<file path="src/rtl/kernel_loader_pkg.sv">
// Shared config address map and FSM encodings for the kernel loader.
// CFG_KER_LD starts a kernel load of cfg_data+1 lanes.
package kernel_loader_pkg;

    localparam int CFG_KER_WR = 4;
    localparam int CFG_KER_RD = 5;
    localparam int CFG_KER_LD = 6;

    localparam logic [0:0] S_IDLE = 1'b0;
    localparam logic [0:0] S_RUN  = 1'b1;

    function automatic int lane_idx_width(input int lanes);
        return (lanes > 1) ? $clog2(lanes) : 1;
    endfunction

endpackage

</file>
<file path="src/rtl/str_downsize.sv">
// Wide-to-narrow stream splitter: one holding word, lane index, registered lane.
// REVERSE=1 emits the most significant lane first.
module str_downsize
    import kernel_loader_pkg::*;
#(
    parameter int IN_WIDTH  = 64,
    parameter int OUT_WIDTH = 16,
    parameter bit REVERSE   = 1'b0
) (
    input  logic                 clk,
    input  logic                 rst_n,
    input  logic                 en,
    input  logic                 drop,
    input  logic [IN_WIDTH-1:0]  in_data,
    input  logic                 in_val,
    output logic                 in_rdy,
    output logic [OUT_WIDTH-1:0] out_data,
    output logic                 out_val,
    input  logic                 out_rdy
);

    localparam int L  = IN_WIDTH / OUT_WIDTH;
    localparam int IW = lane_idx_width(L);

    logic [IN_WIDTH-1:0] hold;
    logic [IW-1:0]       idx;
    logic                full;
    logic                out_fire;
    logic                in_fire;
    logic                word_end;

    function automatic logic [OUT_WIDTH-1:0] lane(
        input logic [IN_WIDTH-1:0] w,
        input logic [IW-1:0]       i
    );
        if (REVERSE)
            return w[IN_WIDTH-1-int'(i)*OUT_WIDTH -: OUT_WIDTH];
        else
            return w[int'(i)*OUT_WIDTH +: OUT_WIDTH];
    endfunction

    assign out_val  = full;
    assign out_fire = full && out_rdy;
    assign word_end = (idx == IW'(L-1));
    assign in_rdy   = en && (!full || (out_fire && word_end));
    assign in_fire  = in_rdy && in_val;

    // drop ends the word early: its remaining lanes are discarded
    always_ff @(posedge clk or negedge rst_n) begin
        if (!rst_n) begin
            hold     <= '0;
            idx      <= '0;
            full     <= 1'b0;
            out_data <= '0;
        end else if (in_fire) begin
            hold     <= in_data;
            idx      <= '0;
            full     <= 1'b1;
            out_data <= lane(in_data, '0);
        end else if (out_fire) begin
            if (word_end || drop) begin
                full <= 1'b0;
            end else begin
                idx      <= idx + 1'b1;
                out_data <= lane(hold, idx + 1'b1);
            end
        end
    end

endmodule

</file>
<file path="src/rtl/kernel_loader.sv">
// Kernel weight stream loader: config decode, IDLE/RUN FSM, lane count, done.
// Define KERNEL_LOADER_SWAP_EN to emit lanes most-significant first.
module kernel_loader
    import kernel_loader_pkg::*;
#(
    parameter int CFG_DWIDTH    = 32,
    parameter int CFG_AWIDTH    = 5,
    parameter int IN_WIDTH      = 64,
    parameter int STR_KER_WIDTH = 16,
    parameter int CNT_WIDTH     = 16
) (
    input  logic                     clk,
    input  logic                     rst_n,
    input  logic [CFG_DWIDTH-1:0]    cfg_data,
    input  logic [CFG_AWIDTH-1:0]    cfg_addr,
    input  logic                     cfg_valid,
    input  logic [IN_WIDTH-1:0]      in_data,
    input  logic                     in_val,
    output logic                     in_rdy,
    output logic [STR_KER_WIDTH-1:0] str_ker,
    output logic                     str_ker_val,
    input  logic                     str_ker_rdy,
    output logic                     busy,
    output logic                     done
);

    localparam int L = IN_WIDTH / STR_KER_WIDTH;
`ifdef KERNEL_LOADER_SWAP_EN
    localparam bit REV = 1'b1;
`else
    localparam bit REV = 1'b0;
`endif

    logic [0:0]           state;
    logic [CNT_WIDTH-1:0] cnt;
    logic [CNT_WIDTH-1:0] last;
    logic [CNT_WIDTH:0]   owed;
    logic                 run;
    logic                 ld;
    logic                 lane_fire;
    logic                 final_fire;
    logic                 word_fire;

    if (CFG_DWIDTH > CNT_WIDTH) begin : g_cfg_hi
        logic unused_cfg_hi;
        assign unused_cfg_hi = ^cfg_data[CFG_DWIDTH-1:CNT_WIDTH];
    end

    assign run        = (state == S_RUN);
    assign ld         = !run && cfg_valid
                        && (cfg_addr == CFG_AWIDTH'(CFG_KER_LD));
    assign lane_fire  = str_ker_val && str_ker_rdy;
    assign final_fire = run && lane_fire && (cnt == last);
    assign word_fire  = in_val && in_rdy;
    assign busy       = run;

    str_downsize #(
        .IN_WIDTH  (IN_WIDTH),
        .OUT_WIDTH (STR_KER_WIDTH),
        .REVERSE   (REV)
    ) u_down (
        .clk      (clk),
        .rst_n    (rst_n),
        .en       (run && (owed != '0)),
        .drop     (cnt == last),
        .in_data  (in_data),
        .in_val   (in_val),
        .in_rdy   (in_rdy),
        .out_data (str_ker),
        .out_val  (str_ker_val),
        .out_rdy  (str_ker_rdy)
    );

    // owed counts lanes not yet covered by an accepted word
    always_ff @(posedge clk or negedge rst_n) begin
        if (!rst_n) begin
            state <= S_IDLE;
            cnt   <= '0;
            last  <= '0;
            owed  <= '0;
            done  <= 1'b0;
        end else begin
            done <= final_fire;
            if (ld) begin
                state <= S_RUN;
                cnt   <= '0;
                last  <= cfg_data[CNT_WIDTH-1:0];
                owed  <= {1'b0, cfg_data[CNT_WIDTH-1:0]}
                         + (CNT_WIDTH+1)'(1);
            end else begin
                if (final_fire)
                    state <= S_IDLE;
                if (run && lane_fire)
                    cnt <= cnt + 1'b1;
                if (word_fire)
                    owed <= (owed > (CNT_WIDTH+1)'(L))
                            ? owed - (CNT_WIDTH+1)'(L) : '0;
            end
        end
    end

endmodule

</file>
<file path="config.mk">
export PLATFORM = sky130hd
export DESIGN_NAME = kernel_loader
export DESIGN_NICKNAME = d
export VERILOG_FILES = /design/src/rtl/kernel_loader_pkg.sv /design/src/rtl/str_downsize.sv /design/src/rtl/kernel_loader.sv
export SDC_FILE = /design/constraint.sdc
export NUM_CORES = 1
export LEC_CHECK = 0
export CAP_MARGIN = 20
export CORE_UTILIZATION = 52
export CTS_BUF_LIST = sky130_fd_sc_hd__clkbuf_8
export DETAILED_ROUTE_END_ITERATION = 10
export GPL_TIMING_DRIVEN = 0
export PLACE_DENSITY = 0.8
export SETUP_SLACK_MARGIN = 0.3
export SYNTH_ARGS = -nofsm -noshare
export SYNTH_HDL_FRONTEND = slang
export SYNTH_SLANG_ARGS = --single-unit
</file>
<file path="constraint.sdc">
create_clock -name clk -period 3.65 [get_ports clk]
set_clock_uncertainty 0.1 [all_clocks]
set_input_delay 0.73 -clock clk [delete_from_list [all_inputs] [get_ports clk]]
set_output_delay 0.73 -clock clk [all_outputs]
set_load 0.01 [all_outputs]
</file>
==> impl_metrics.yaml <==
yosys:
  synth-seq-cells: 134
  ys_seq_area_share_pct: 50.5
  syn_inst: 707
  ys_warn_count: 0
  syn_area_per_cell_sq_um: 9.38
  synth_nets: 819
  async_flop_share_pct: 100
  synthTopCellsByArea: "dfrtp_1 (51%), nand2_1 (15%), mux4_2 (5.4%)"
  synth.distinct_cells: 52
  synth_flop_cell: "dfrtp_1"
  synth_top_area_share_pct: 50.5
  synth_edf_count: 0
  syn_area_sq_um: 6630
  yosysTopAreaCell: "dfrtp_1"
route:
  wl_per_cell_um: 18.1
  vias: 5707
  drt_iter0_drc: 466
  wirelength_um: 18400
  drt_first_pass_iters: 5
  vias_per_cell: 5.61
  drc_errors: 0
  ant_nets: 0
critical_path:
  r2r_setup_slack_ns: 1.06
  critPathKind: "in -> out"
  reg2reg_depth: 6
  crit_required_ns: 2.82
  cp-end-kind: "output port"
  crit_path_start_kind: "primary input"
  rr_startpoint: "u_down.idx[1]"
  arrival_ns: 2.25
  r2r_end: "u_down.out_data[9]"
  crit_path_max_fanout: 4
floorplan:
  boundaryPins: 126
  coreArea_sq_um: 12200
  die_w_um: 115
  die_area_sq_um: 13200
  fp-row-count: 40
  fp.dieH_um: 115
  start_util_pct: 54.3
finish:
  final_net_count: 948
  stdcell_count: 1017
  final_common_cell: "nand2_1"
  layout_common_cells: "nand2_1 (271), dfrtp_1 (134), clkdlybuf4s50_1 (108), nor2_1 (44), xnor2_1 (26)"
  syn_to_final_growth_pct: 26.3
  layout-drive-gt1-share_pct: 9.42
  antenna_cells: 0
clock_tree:
  insertion_delay_ns: 0.46
  postCtsHoldBufs: 0
  cts_buffer_depth: 2
  cts_htree_levels: 4
  root_buffer: "clkbuf_8"
  cts.sinks: 134
  numCtsBuffers: 17
  cts.clk_slew.worst_paths_ns: 0.07
  tritoncts: "done"
  postCtsSetupBuffers: 0
  ctsResizeCount: 0
global_routing:
  gr-total-overflow: 0
  grt_max_degree: 95
  antenna_found_initial: 0
  grt_pass1_vias: 5934
  track_usage_pct: 29.9
  grt_pass1_wl_um: 29500
timing:
  maxSlewViolCount: 0
  hold_viol: 0
  finalCritPeriodShare_pct: 84.4
  fmax_ghz: 0.325
  rsz0062_at_grt: "no"
  min_period_ns: 3.08
  setup-violations-final: 0
  timing.slew.headroom_pct: 51.4
  tightest_slew_ns: 0.722
power:
  irDropWorstVdd_mv: 0.535
  p_switching_mw: 2.25
  switching_share_pct: 36.3
  totalPowerFinal_mw: 6.21
  powerDensity_nw_per_um2: 741
  p_comb_share_pct: 38.8
  pwr-share-clk_pct: 21.2
  p_int_mw: 3.95
  p_leak_nw: 3.84
  p_seq_share_pct: 40.1
placed_design:
  dpl.hpwl_um: 13100
  gp_congestion: 0.895
  io_buffers: 109
  place_inst: 985
min_path:
  min_path_type: "in -> async"
run:
  cap_viol_max_count: 0
outcome:
  status: "finished clean"
==> critical path: stages <==
cell and delay, ns:
clkdlybuf4s50_1 0.54, a21bo_2 0.19, nand2_1 0.06, nor2_1 0.17
clkdlybuf4s50_1 0.56
==> cells in the mapped netlist (8+ instances only) <==
library cell,instances
o211ai_1,8
mux4_2,16
nand2_1,271
xor2_1,18
dfrtp_1,134
clkbuf_1,14
buf_2,10
a21oi_1,21
nor2_1,44
nor3_1,9
xnor2_1,26
nand3_1,17
mux2i_1,16
buf_4,9
and3_1,9
o21ai_0,8
nand4_1,14
==> kinds of logic after synthesis <==
kind of cell | Yosys count | synth area share (%)
AOI/OAI and AO/OA | 62 | 6.24
xor gates and xnor gates | 44 | 5.81
and+or+nand+nor | 387 | 25.1
DFF | 134 | 50.5
buffers and inverters | 42 | 3.30
adders and majority gates | 6 | 1.13
muxes | 32 | 7.85
==> final cells by class <==
cell class / count / area, sq um
fillers: 960 / 3830
clock inverters: 13 / 155
multi-input cells: 531 / 3060
plain buffers: 37 / 200
clock buffers: 19 / 262
inverters: 5 / 18.8
well taps: 168 / 210
repair buffers: 110 / 1120
flip-flops and latches: 134 / 3350
==> per-stage QoR <==
| stage | area [sq um] | setup slack, ns | setup TNS, ns | hold slack [ns] | util [%] |
|---|---|---|---|---|---|
| after CTS | 8380 | 0.578 | 0 | 0.0800 | 68.6 |
| after detailed placement | 7960 | 0.584 | 0 | 0.357 | 65.2 |
| after global placement | 7940 | -3.30 | -440.30 | 0.354 | 65.0 |
| after global routing | 8380 | 0.414 | 0 | 0.0863 | 68.6 |
| final | 8380 | 0.571 | 0 | 0.0758 | 68.6 |
| after floorplan | 6630 | 1.44 | 0 | 0.334 | - |
==> worst max-delay path by stage <==
stage	slack, ns	end	from
2_1_floorplan	1.44	owed[14]	owed[2]
3_3_place_gp	-3.30	u_down.hold[36]	rst_n
3_5_place_dp	0.58	in_rdy	str_ker_rdy
4_1_cts	0.58	in_rdy	str_ker_rdy
5_1_grt	0.41	in_rdy	owed[1]
6_report	0.57	in_rdy	str_ker_rdy
==> routing by layer <==
metal / part of all wire (%) / wire [um] / GRT usage [%]
met3: 6.7 / 1230 / 6.54
met2: 49 / 9060 / 48.8
met5: 0 / 0 / 0
met4: 2.6 / 479 / 13.5
met1: 41 / 7620 / 38.4
==> registers in the layout, summed over array words and instances (netlist names) <==
| name | flops |
|---|---|
| cnt | 16 |
| u_down.idx | 2 |
| u_down.hold | 64 |
| owed | 17 |
| busy | 1 |
| last | 16 |
| u_down.out_val | 1 |
| done | 1 |
| u_down.out_data | 16 |
==> power by group through the flow <==
stage	Clock [mW]	Combinational [mW]	Sequential (mW)
after detailed placement	0	2.40	2.49
after CTS	1.32	2.41	2.47
after global placement	0	2.29	2.46
after global routing	1.39	2.64	2.55
after floorplan	0	1.58	2.42
final	1.31	2.41	2.49
No activity file was read; power rests on OpenSTA's default activity.
